File: src/rtl/gshare_pkg.sv
`default_nettype none
// ============================================================================
// Module      : gshare_pkg
// Description : Shared types and helpers for the gshare branch predictor.
//               Holds the 2-bit saturating counter type, its reset value
//               (weakly not-taken) and the saturating next-counter function.
// Revision    : 1.0 - initial release
// ============================================================================
package gshare_pkg;

    typedef logic [1:0] cnt_t;

    // Reset value of every PHT entry: weakly not-taken.
    localparam cnt_t CNT_WEAK_NT = 2'b01;

    // Saturating update: count up toward 2'b11 on taken,
    // down toward 2'b00 on not-taken.
    function automatic cnt_t cnt_next(input cnt_t cnt, input logic taken);
        cnt_t r_res;
        r_res = cnt;
        if (taken) begin
            if (cnt != 2'b11) r_res = cnt + 2'b01;
        end else begin
            if (cnt != 2'b00) r_res = cnt - 2'b01;
        end
        return r_res;
    endfunction

endpackage : gshare_pkg
`default_nettype wire

File: src/rtl/gshare_pht.sv
`default_nettype none
// ============================================================================
// Module      : gshare_pht
// Description : Pattern history table: 2^IDX_W two-bit saturating counters
//               with one combinational read port and one training write port.
//               All entries reset asynchronously to weakly not-taken.
//               Build macro GSHARE_TRAIN_BYPASS_EN: when defined, a read that
//               hits the index being trained in the same cycle returns the
//               post-training counter; otherwise the stored (pre-update) one.
// Ports       : clk       - clock
//               areset    - asynchronous active-high reset
//               rd_idx    - read index
//               rd_taken  - predicted direction (counter MSB)
//               wr_en     - training write enable
//               wr_idx    - training index
//               wr_taken  - resolved outcome used to step the counter
// Revision    : 1.0 - initial release
// ============================================================================
module gshare_pht
    import gshare_pkg::*;
#(
    parameter int IDX_W = 7
) (
    input  logic             clk,
    input  logic             areset,
    input  logic [IDX_W-1:0] rd_idx,
    output logic             rd_taken,
    input  logic             wr_en,
    input  logic [IDX_W-1:0] wr_idx,
    input  logic             wr_taken
);

    localparam int c_depth = 1 << IDX_W;

    cnt_t r_cnt [c_depth];
    cnt_t w_rd_cnt;

    always_ff @(posedge clk or posedge areset) begin
        if (areset) begin
            for (int i = 0; i < c_depth; i++) begin
                r_cnt[i] <= CNT_WEAK_NT;
            end
        end else if (wr_en) begin
            r_cnt[wr_idx] <= cnt_next(r_cnt[wr_idx], wr_taken);
        end
    end

`ifdef GSHARE_TRAIN_BYPASS_EN
    // Forward the in-flight training result to a same-index read.
    always_comb begin
        w_rd_cnt = r_cnt[rd_idx];
        if (wr_en && (wr_idx == rd_idx)) begin
            w_rd_cnt = cnt_next(r_cnt[wr_idx], wr_taken);
        end
    end
`else
    always_comb begin
        w_rd_cnt = r_cnt[rd_idx];
    end
`endif

    // Upper half of the counter range (10, 11) predicts taken.
    assign rd_taken = (w_rd_cnt >= 2'b10);

endmodule : gshare_pht
`default_nettype wire

File: src/rtl/gshare_predictor.sv
`default_nettype none
// ============================================================================
// Module      : gshare_predictor
// Description : Gshare branch direction predictor. Prediction index is
//               predict_pc XOR global history; training index is
//               train_pc XOR the history captured at prediction time.
//               A mispredicted training update restores the global history
//               from the training history plus the real outcome, and wins
//               over a simultaneous speculative history shift.
//               Build macro GSHARE_TRAIN_BYPASS_EN (see gshare_pht) selects
//               whether a same-cycle same-index prediction sees the trained
//               counter value.
// Ports       : clk                - clock
//               areset             - asynchronous active-high reset
//               predict_valid      - prediction requested this cycle
//               predict_pc         - PC being predicted
//               predict_taken      - predicted direction (combinational)
//               predict_history    - current global history (combinational)
//               train_valid        - training update presented this cycle
//               train_taken        - resolved outcome
//               train_mispredicted - resolved branch was mispredicted
//               train_history      - history captured at prediction time
//               train_pc           - PC of the resolved branch
// Revision    : 1.0 - initial release
// ============================================================================
module gshare_predictor
    import gshare_pkg::*;
#(
    parameter int IDX_W = 7
) (
    input  logic             clk,
    input  logic             areset,
    input  logic             predict_valid,
    input  logic [IDX_W-1:0] predict_pc,
    output logic             predict_taken,
    output logic [IDX_W-1:0] predict_history,
    input  logic             train_valid,
    input  logic             train_taken,
    input  logic             train_mispredicted,
    input  logic [IDX_W-1:0] train_history,
    input  logic [IDX_W-1:0] train_pc
);

    logic [IDX_W-1:0] r_ghr;
    logic [IDX_W-1:0] w_pred_idx;
    logic [IDX_W-1:0] w_train_idx;
    logic             w_pred_taken;

    assign w_pred_idx  = predict_pc ^ r_ghr;
    assign w_train_idx = train_pc ^ train_history;

    gshare_pht #(
        .IDX_W (IDX_W)
    ) u_pht (
        .clk      (clk),
        .areset   (areset),
        .rd_idx   (w_pred_idx),
        .rd_taken (w_pred_taken),
        .wr_en    (train_valid),
        .wr_idx   (w_train_idx),
        .wr_taken (train_taken)
    );

    // Recovery rebuilds the history as it should have been after the
    // resolved branch; otherwise a prediction shifts in its own guess.
    always_ff @(posedge clk or posedge areset) begin
        if (areset) begin
            r_ghr <= '0;
        end else if (train_valid && train_mispredicted) begin
            r_ghr <= {train_history[IDX_W-2:0], train_taken};
        end else if (predict_valid) begin
            r_ghr <= {r_ghr[IDX_W-2:0], w_pred_taken};
        end
    end

    assign predict_taken   = w_pred_taken;
    assign predict_history = r_ghr;

endmodule : gshare_predictor
`default_nettype wire
File: config.mk
export PLATFORM = sky130hd
export DESIGN_NAME = gshare_predictor
export DESIGN_NICKNAME = d
export VERILOG_FILES = /design/src/rtl/gshare_pkg.sv /design/src/rtl/gshare_pht.sv /design/src/rtl/gshare_predictor.sv
export SDC_FILE = /design/constraint.sdc
export NUM_CORES = 1
export LEC_CHECK = 0
export BUFFER_PORTS_ARGS = -buffer_cell sky130_fd_sc_hd__buf_2
export CAP_MARGIN = 20
export CORE_MARGIN = 2
export CORE_UTILIZATION = 63
export DETAILED_ROUTE_END_ITERATION = 12
export GPL_ROUTABILITY_DRIVEN = 0
export PLACE_DENSITY_LB_ADDON = 0.12
export SLEW_MARGIN = 10
export SYNTH_ARGS = -nofsm -noshare
export SYNTH_HDL_FRONTEND = slang
export SYNTH_SLANG_ARGS = --single-unit
File: constraint.sdc
create_clock -name clk -period 9.3 [get_ports clk]
set_input_delay 1.395 -clock clk [delete_from_list [all_inputs] [get_ports clk]]
set_output_delay 1.395 -clock clk [all_outputs]
set_load 0.05 [all_outputs]
# Yosys cells after proc, flatten, opt, wreduce, memory -nomap -nowiden
# Index checks and enable logic that the tools add are counted.
dict set report word_totals {
  register_bits 263
  inputBits 27
  output_inout_bits 8
  word_cells 159
}
dict set report op_classes {
  add_sub_neg 2
  magnitude_cmp 4
  eq_ne 1
  muxes 15
  n_bitwise 4
  reduce_logical 4
}
# operator count
set op_table {}
lappend op_table {{$bwmux W256} 1}
lappend op_table {{$bmux W2 S7} 2}
lappend op_table {{$mux W2} 9}
lappend op_table {{$ge A8 B8 Y1 const B} 2}
lappend op_table {{$not A7 Y8} 2}
lappend op_table {{$demux W2 S7} 1}
lappend op_table {{$mux W7} 2}
lappend op_table {{$xor A7 B7 Y7} 2}
lappend op_table {{$lt A8 B1 Y1 const B} 1}
lappend op_table {{$reduce_bool A2 Y1} 2}
lappend op_table {{$add A2 B1 Y2 const B} 1}
lappend op_table {{$ge A2 B2 Y1 const B} 1}
lappend op_table {{$logic_and A1 B1 Y1} 2}
lappend op_table {{$ne A2 B2 Y1 const B} 1}
lappend op_table {{$sub A2 B1 Y2 const B} 1}

# Depth between registers and ports, before layout
# Gate-level depths: netlist of the first run.
dict set report depth {
  depth_word 10
  ltp_mapped 14
  mapped_depth_nobuf 9
}

# Modules after synthesis
# From an unflattened synthesis of the first run, not the netlist that was laid out.
dict set report unflattened {
  cells_unflattened 1247
  hier_area_um2 14063.5
}
# module n_inst cells_each area_each_um2 seq_area_each_um2
set modules_own_cells {}
lappend modules_own_cells {gshare_pht 1 1200 13589.3 6566.3}
lappend modules_own_cells {gshare_predictor 1 47 474.2 175.2}

# Least setup slack after synthesis of the first run
# No wires, ideal clock.
dict set report synth_timing {
  path_kind {input to output}
  from {in predict_pc[0]}
  to {out predict_taken}
  arrival_time_ns 4.006
  required_time_ns 7.905
  slack_ns 3.899
  stages 7
  n_path_buf 1
  cell_sequence {xor2_1 -> buf_2 -> mux4_2 -> mux4_2 -> mux2_2 -> o211ai_1 -> o21ai_0}
}
dict set report synth_via {
  elab_chain_len 6
}
# item line
set synth_rtl {}
lappend synth_rtl {{from (decl)} gshare_predictor.sv:34} ;# input logic [IDX_W-1:0] predict_pc,
lappend synth_rtl {{$xor A7 B7 Y7} gshare_predictor.sv:49} ;# assign w_pred_idx = predict_pc ^ r_ghr;
lappend synth_rtl {{$not A7 Y8 (implied by the code)} gshare_pht.sv:58} ;# w_rd_cnt = r_cnt[rd_idx];
lappend synth_rtl {{$bmux W2 S7} gshare_pht.sv:58}
lappend synth_rtl {{$mux W2 (implied by the code) (2 in series)} gshare_pht.sv:58}
lappend synth_rtl {{$ge A2 B2 Y1} gshare_pht.sv:63} ;# assign rd_taken = (w_rd_cnt >= 2'b10);
lappend synth_rtl {{to (decl)} gshare_predictor.sv:35} ;# output logic predict_taken,
# No other way between the ends. The select of a mux whose other input is x is not followed.

# Worst setup path in the final report of the first run
# Same ends and word-level chain as after synthesis.

==> flow_metrics.env, run 1 <==
export IMPL_worstMarginPinSlew_ns=1.20
export IMPL_drt_iter0_markers=1092
export IMPL_place_hpwl_mm=25.2
export IMPL_num_vias=11000
export IMPL_die_width_um=151
export IMPL_cts_sinks=263
export IMPL_clockBufferDepth=3
export IMPL_grt_pass1_wl_mm=62.1
export IMPL_crit_required_ns=7.91
export IMPL_insertion_delay_ns=0.56
export IMPL_synth_main_ff_cell="dfrtp_1"
export IMPL_cts_buffers=29
export IMPL_drt_total_wl_mm=39.2
export IMPL_setup_violations=0
export IMPL_clk_pin_slew_worst_paths_ns=0.06
export IMPL_antenna_found_initial=0
export IMPL_fin_area_mm2=0.0150
export IMPL_drive_above_1_share_pct=24.3
export IMPL_layout_nets=1388
export IMPL_cts_repair_resized=0
export IMPL_slew_violations=0
export IMPL_synth_edf_count=0
export IMPL_cts_root_buf="clkbuf_16"
export IMPL_yosys_warnings=0
export IMPL_cp_arrival_ns=4.26
export IMPL_coreArea_mm2=0.0212
export IMPL_finalCritPeriodShare_pct=60.8
export IMPL_hold_viol=0
export IMPL_status="complete, no violations"
export IMPL_ioPinCount=35
export IMPL_dr_pass1_iters=6
export IMPL_slew_headroom_pct=20.1
export IMPL_io_buffers=34
export IMPL_pwr_density_cell_mw_per_mm2=242
export IMPL_cp_start_kind="input port"
export IMPL_gr_total_overflow=0
export IMPL_finClkSkew_ns=0.0171
export IMPL_dieArea_mm2=0.0229
export IMPL_postSynth_asyncResetShare_pct=100
export IMPL_max_vdd_ir_drop_v=0.000167
export IMPL_seq_area_frac_synth_pct=49.4
export IMPL_grtUsageTotal_pct=36.0
export IMPL_fp_row_count=53
export IMPL_syn_area_mm2=0.0136
export IMPL_worstSetupPathType="input port to output pin"
export IMPL_path_max_fanout=32
export IMPL_cts_tree="yes"
export IMPL_vias_per_cell=6.60
export IMPL_synthCells=1343
export IMPL_ys_ff_latch=263
export IMPL_syn_num_nets=1370
export IMPL_end_kind="output pin"
export IMPL_grt_pass1_vias=10800
export IMPL_cts_setup_buffers=0
export IMPL_cap_violations=0
export IMPL_antenna_cells=0
export IMPL_syn_to_final_growth_pct=9.84
export IMPL_place_area_mm2=0.0140
export IMPL_antenna_left=0
export IMPL_final_cell_mix="nand2_1 (439), o21ai_0 (213), dfrtp_1 (135)"
export IMPL_drc_errors=0
export IMPL_wl_per_cell_um=23.6
export IMPL_final_common_cell="nand2_1"
export IMPL_avgSynthCellArea_um2=10.2
export IMPL_htree_levels=1
export IMPL_yosysUniqueCellTypes=56
export IMPL_hold_buffers=0
export IMPL_p_leak_nw=5.91
export IMPL_die_h_um=151
export IMPL_tns_ns=0
export IMPL_min_period_ns=5.65
export IMPL_rsz0062_at_grt="no"
export IMPL_timing_fmax_ghz=0.177
export IMPL_grt_max_degree=119
export IMPL_start_util_pct=64.5
export IMPL_hold_class="register to register"
## routing by layer
layer	track usage [%]	up-vias	wire length, um
li1	-	4830	-
met1	50.7	5347	15200
met2	54.8	638	18000
met3	7.56	142	4120
met4	15.9	0	1860
met5	0	-	0
## Yosys cell counts (all sizes together), types with 7 or more instances
| cell | number | area share (%) |
|---|---|---|
| buf | 44 | 2.3 |
| o21ai | 265 | 10 |
| mux4 | 77 | 13 |
| mux2i | 40 | 3.4 |
| a32oi | 7 | 0.45 |
| nor3 | 8 | 0.29 |
| xnor2 | 8 | 0.57 |
| xor2 | 13 | 0.94 |
| dfstp | 128 | 25 |
| nand2 | 439 | 12 |
| nor2 | 36 | 1.0 |
| o22ai | 8 | 0.37 |
| nand3 | 15 | 0.55 |
| dfrtp | 135 | 25 |
| nor4 | 9 | 0.41 |
| inv | 12 | 0.33 |
| a31oi | 9 | 0.41 |
| clkbuf | 29 | 0.80 |
## where the power goes
group,switching (mW),internal (mW),total (mW)
Sequential,0.169,1.44,1.61
Combinational,0.562,0.355,0.917
Clock,0.470,0.627,1.10
Total,1.20,2.42,3.62
## registers in the layout, indices dropped and copies added (netlist names)
name / flops
predict_history: 7
u_pht.r_cnt: 256
## critical path: stages
cell      delay (ns)
buf_2           0.12
xor2_4          0.13
buf_4           0.59
mux4_2          0.60
mux4_2          0.53
mux2_2          0.31
o211ai_1        0.15
o21ai_0         0.15
buf_2           0.24
## logic make-up (layout without fill, tap and decap cells)
group                    after synthesis  count (layout)  share of synthesized area (%)
AO/OA/AOI/OAI                        330             330                           13.8
flip-flops                           263             263                           49.4
buffers and inverters                 85             126                           3.38
multiplexers                         122             122                           16.7
AND/OR/NAND/NOR                      520             520                           15.0
adder cells (fa/ha/maj)                2               2                          0.165
XOR/XNOR                              21              21                           1.51
## stage by stage
step	hold slack [ns]	util, %	cells	setup slack [ns]	total power [mW]
final	0.473	70.9	1659	3.65	3.62
after global routing	0.486	70.9	1659	3.47	3.78
after CTS	0.472	70.6	1657	3.60	3.61
after detailed placement	0.463	66.4	1603	3.05	2.52
after global placement	0.460	66.4	1603	3.09	2.49
after floorplan	0.453	-	1343	0.877	2.25
## area by class of cell
cell class | count | area [um^2]
flip-flops and latches | 263 | 6740
clock inverters | 4 | 27.5
fillers | 1589 | 6170
repair buffers | 60 | 398
multi-input cells | 995 | 6560
well taps | 275 | 344
clock buffers | 50 | 865
inverters | 12 | 52.6
## path summary, 6_finish.rpt
kind | slack (ns) | cells past startpoint | start | to
worst max-delay path | 3.65 | 9 | predict_pc[0] | predict_taken
worst min-delay path | 0.47 | 2 | u_pht.r_cnt[12] | u_pht.r_cnt[12]
worst max register to register | 5.74 | 8 | u_pht.r_cnt[245] | u_pht.r_cnt[117]
worst min register to register | 0.47 | 2 | u_pht.r_cnt[12] | u_pht.r_cnt[12]
max in group asynchronous | 6.92 | 3 | areset | u_pht.r_cnt[137]
min in group asynchronous | 0.99 | 2 | areset | u_pht.r_cnt[115]
No activity file was read; power rests on OpenSTA's default activity.
==> inputs of run 2 (changes only) <==
- CORE_UTILIZATION: 63 -> 57
- clock period: 9.3 -> 4.6 ns (I/O delays scaled with it)
==> run 2 against run 1 <==
Die area up 10%; wire length rose by 3.0%; global-route usage decreased by 3.5 points; largest cell class unchanged; largest power group unchanged.
==> flow_metrics.env, run 2 (synthesis results as in run 1) <==
export IMPL_layout_nets=1437
export IMPL_worst_slack_ns=0.279
export IMPL_p_leak_nw=6.23
export IMPL_end_kind="output pin"
export IMPL_finalCritPeriodShare_pct=93.9
export IMPL_htree_levels=1
export IMPL_grtUsageTotal_pct=32.6
export IMPL_path_max_fanout=28
export IMPL_cts_tree="yes"
export IMPL_cts_setup_buffers=0
export IMPL_die_width_um=159
export IMPL_final_cell_mix="nand2_1 (439), o21ai_0 (213), dfrtp_1 (135)"
export IMPL_io_buffers=34
export IMPL_cts_repair_resized=0
export IMPL_dr_pass1_iters=7
export IMPL_crit_required_ns=3.91
export IMPL_slew_violations=0
export IMPL_die_h_um=159
export IMPL_cp_cell_sequence="xor2_4 > buf_12 > mux4_2 > mux4_2 > mux2_2 > o21ai_0 > o21ai_0 > buf_2"
export IMPL_hold_buffers=0
export IMPL_vias_per_cell=6.19
export IMPL_place_hpwl_mm=27.3
export IMPL_fp_row_count=56
export IMPL_min_period_ns=4.32
export IMPL_cts_buffers=29
export IMPL_dieArea_mm2=0.0252
export IMPL_slew_headroom_pct=24.0
export IMPL_antenna_left=0
export IMPL_cp_arrival_ns=3.63
export IMPL_cap_violations=0
export IMPL_largest_reg_flops=256
export IMPL_pre_cts_ws_ns=0.358
export IMPL_grt_max_degree=166
export IMPL_hold_worst_slack_ns=0.214
export IMPL_crit_path_max_incr_delay_ns=0.57
export IMPL_setup_violations=0
export IMPL_fin_util_pct=66.4
export IMPL_clk_pin_slew_worst_paths_ns=0.06
export IMPL_gr_total_overflow=0
export IMPL_timing_fmax_ghz=0.231
export IMPL_start_util_pct=58.1
export IMPL_drc_errors=0
export IMPL_syn_to_final_growth_pct=14.2
export IMPL_drt_total_wl_mm=40.3
export IMPL_status="complete, no violations"
export IMPL_worstMarginPinSlew_ns=1.14
export IMPL_final_common_cell="nand2_1"
export IMPL_power_mw=7.63
export IMPL_drive_above_1_share_pct=27.6
export IMPL_finClkSkew_ns=0.0121
export IMPL_rsz0062_at_grt="no"
export IMPL_cts_sinks=263
export IMPL_pwr_density_cell_mw_per_mm2=489
export IMPL_slowest_stage="mux4_2"
export IMPL_cts_root_buf="clkbuf_16"
export IMPL_worstSetupPathType="register to output pin"
export IMPL_cp_startpoint="predict_history[0]"
export IMPL_cp_start_kind="register"
export IMPL_r2r_start="u_pht.r_cnt[12]"
export IMPL_regMostFlops="u_pht.r_cnt"
export IMPL_coreArea_mm2=0.0235
export IMPL_num_vias=10800
export IMPL_grt_pass1_wl_mm=63.5
export IMPL_insertion_delay_ns=0.56
export IMPL_max_vdd_ir_drop_v=0.000316
export IMPL_drt_iter0_markers=1062
export IMPL_hold_viol=0
export IMPL_regToRegSetupSlack_ns=1.36
export IMPL_tns_ns=0
export IMPL_ioPinCount=35
export IMPL_hold_class="input port to async pin"
export IMPL_clockBufferDepth=3
export IMPL_wl_per_cell_um=23.0
export IMPL_grt_pass1_vias=10800
export IMPL_antenna_found_initial=0
[run 2: power by group]
part           internal, mW  leakage (nW)  switching (mW)  total, mW
sequential             2.91          3.14           0.325       3.24
combinational         0.839          2.60            1.19       2.03
clock                  1.38         0.491           0.981       2.36
[run 2: routing by layer]
metal / share of wire [%] / GRT usage (%) / up-vias
li1: - / - / 4934
met1: 40 / 45.6 / 5269
met2: 46 / 49.5 / 517
met3: 9.8 / 7.84 / 126
met4: 4.3 / 12.8 / 0
met5: 0 / 0 / -
[run 2: final timing paths]
kind	endpoint	depth (start not counted)
max	predict_taken	8
min	u_pht.r_cnt[33]	2
max reg2reg	u_pht.r_cnt[225]	10
min reg2reg	u_pht.r_cnt[10]	2
max in group asynchronous	u_pht.r_cnt[209]	3
min in group clk	predict_history[0]	3
[run 2: worst max-delay path, delay by kind of cell, from the launching register on]
kind	cells	cell delay, ns
DFF	1	0.46
buffers and inverters	2	0.55
xor gates and xnor gates	1	0.36
muxes	3	1.41
AOI/OAI and AO/OA	2	0.26
[run 2: layout make-up]
cell class              count  area (um^2)
diodes                      1         2.50
well taps                 319          399
inverters                  12         48.8
multi-input cells         995         6550
repair buffers            109          871
fillers                  1852         7890
flip-flops and latches    263         6740
clock inverters            15          133
clock buffers              39          833
[run 2: metrics by stage]
step / instances / cell area [um^2]
6_report: 1753 / 15600
3_3_place_gp: 1698 / 14600
3_5_place_dp: 1698 / 14600
5_1_grt: 1752 / 15600
2_1_floorplan: 1343 / 13600
4_1_cts: 1752 / 15600
==> inputs of run 3 (changes only) <==
--- a/constraint.sdc
+++ b/constraint.sdc
@@ -3,2 +3,2 @@
 set_output_delay 0.69 -clock clk [all_outputs]
-set_load 0.05 [all_outputs]
+set_load 0.005 [all_outputs]
==> run 3 against run 2 <==
Final cell count about the same; utilization is 0.22 points lower; clock power fell by 4%; via count grew 0.52%; worst setup slack improved by 0.045 ns; clock skew increased by 0.00052 ns; highest routed layer unchanged.
==> flow_metrics.env, run 3 (synthesis results as in run 1) <==
export IMPL_combPwrFrac_pct=26.4
export IMPL_final_cell_mix="nand2_1 (439), o21ai_0 (213), dfrtp_1 (135)"
export IMPL_final_common_cell="nand2_1"
export IMPL_finalCritPeriodShare_pct=93.0
export IMPL_slew_violations=0
export IMPL_cts_sinks=263
export IMPL_cts_tree="yes"
export IMPL_htree_levels=1
export IMPL_cp_arrival_ns=3.59
export IMPL_min_period_ns=4.28
export IMPL_antenna_found_initial=0
export IMPL_p_int_mw=5.07
export IMPL_place_hpwl_mm=27.5
export IMPL_num_vias=10900
export IMPL_cp_startpoint="predict_history[0]"
export IMPL_finClkSkew_ns=0.0126
export IMPL_clockBufferDepth=3
export IMPL_cts_root_buf="clkbuf_16"
export IMPL_drc_errors=0
export IMPL_coreArea_mm2=0.0235
export IMPL_grt_pass1_wl_mm=63.5
export IMPL_power_mw=7.48
export IMPL_tns_ns=0
export IMPL_grtUsageTotal_pct=32.6
export IMPL_placed_cells=1698
export IMPL_drt_total_wl_mm=40.4
export IMPL_die_h_um=159
export IMPL_r2r_start="predict_history[0]"
export IMPL_cts_buffers=29
export IMPL_start_util_pct=58.1
export IMPL_p_leak_nw=6.19
export IMPL_fin_cells=1752
export IMPL_hold_class="input port to async pin"
export IMPL_wl_per_cell_um=23.0
export IMPL_status="complete, no violations"
export IMPL_ioPinCount=35
export IMPL_setup_violations=0
export IMPL_io_buffers=34
export IMPL_switching_share_pct=32.2
export IMPL_grt_pass1_vias=10800
export IMPL_syn_to_final_growth_pct=13.8
export IMPL_fin_area_mm2=0.0155
export IMPL_drt_iter0_markers=1338
export IMPL_die_width_um=159
export IMPL_cap_violations=0
export IMPL_cp_start_kind="register"
export IMPL_max_vdd_ir_drop_v=0.000379
export IMPL_pwr_share_seq_pct=43.3
export IMPL_dieArea_mm2=0.0252
export IMPL_dr_pass1_iters=5
export IMPL_hold_buffers=0
export IMPL_fill_cells=1849
export IMPL_clk_pin_slew_worst_paths_ns=0.06
export IMPL_p_sw_mw=2.40
export IMPL_place_area_mm2=0.0146
export IMPL_p_clk_share_pct=30.3
export IMPL_worstSetupPathType="register to output pin"
export IMPL_fp_row_count=56
export IMPL_drive_above_1_share_pct=27.1
export IMPL_cts_repair_resized=0
export IMPL_end_kind="output pin"
export IMPL_timing_fmax_ghz=0.234
export IMPL_gr_total_overflow=0
export IMPL_antenna_cells=0
export IMPL_cts_setup_buffers=0
export IMPL_regMostFlops="u_pht.r_cnt"
export IMPL_hold_viol=0
export IMPL_path_max_fanout=28
export IMPL_fin_util_pct=66.2
export IMPL_worstMarginPinSlew_ns=1.20
export IMPL_antenna_left=0
export IMPL_insertion_delay_ns=0.55
export IMPL_layout_nets=1437
export IMPL_largest_reg_flops=256
export IMPL_slew_headroom_pct=20.0
export IMPL_rsz0062_at_grt="no"
export IMPL_crit_required_ns=3.91
export IMPL_vias_per_cell=6.22
export IMPL_grt_max_degree=166
export IMPL_pwr_density_cell_mw_per_mm2=481
-- run 3: cell type report --
| type | count | area, um^2 | share of cell area [%] |
|---|---|---|---|
| Tap cell | 319 | 399 | 2.57 |
| Clock buffer | 50 | 905 | 5.83 |
| Timing Repair Buffer | 109 | 858 | 5.53 |
| Sequential cell | 263 | 6740 | 43.4 |
| Inverter | 12 | 48.8 | 0.314 |
| Clock inverter | 4 | 23.8 | 0.153 |
| Multi-Input combinational cell | 995 | 6550 | 42.2 |
-- run 3: critical path: stages, from the launching register on --
cell and delay [ns]:
dfrtp_1 0.49, xor2_4 0.36, buf_12 0.32, mux4_2 0.57, mux4_2 0.55, mux2_2 0.29
o21ai_0 0.14, o21ai_0 0.13, buf_2 0.16
-- run 3: layer usage --
layer,track usage [%],part of all wire [%]
met1,46.0,41
met5,0,0
met4,11.1,4.0
met2,51.0,46
met3,6.50,8.9
-- run 3: final timing paths --
| path | endpoint | slack, ns | depth (start not counted) |
|---|---|---|---|
| max | predict_taken | 0.32 | 8 |
| min | u_pht.r_cnt[141] | 0.22 | 2 |
| max reg2reg | predict_history[0] | 1.34 | 9 |
| min reg2reg | u_pht.r_cnt[30] | 0.47 | 2 |
| max in group asynchronous | u_pht.r_cnt[243] | 3.08 | 3 |
| min in group clk | predict_history[0] | 0.42 | 3 |
-- run 3: power groups by stage --
| stage | Combinational [mW] | Clock (mW) | Sequential [mW] |
|---|---|---|---|
| 6_report | 1.98 | 2.26 | 3.24 |
| 3_3_place_gp | 1.90 | 0 | 3.24 |
| 4_1_cts | 1.96 | 2.28 | 3.23 |
| 3_5_place_dp | 1.95 | 0 | 3.26 |
| 5_1_grt | 2.14 | 2.38 | 3.29 |
| 2_1_floorplan | 1.35 | 0 | 3.14 |
-- run 3: per-stage QoR --
step	hold WS (ns)	setup slack, ns
floorplan	0.453	0.545
global placement	0.458	0.401
detailed placement	0.461	0.359
CTS	0.216	0.310
global route	0.233	0.175
finish	0.215	0.324
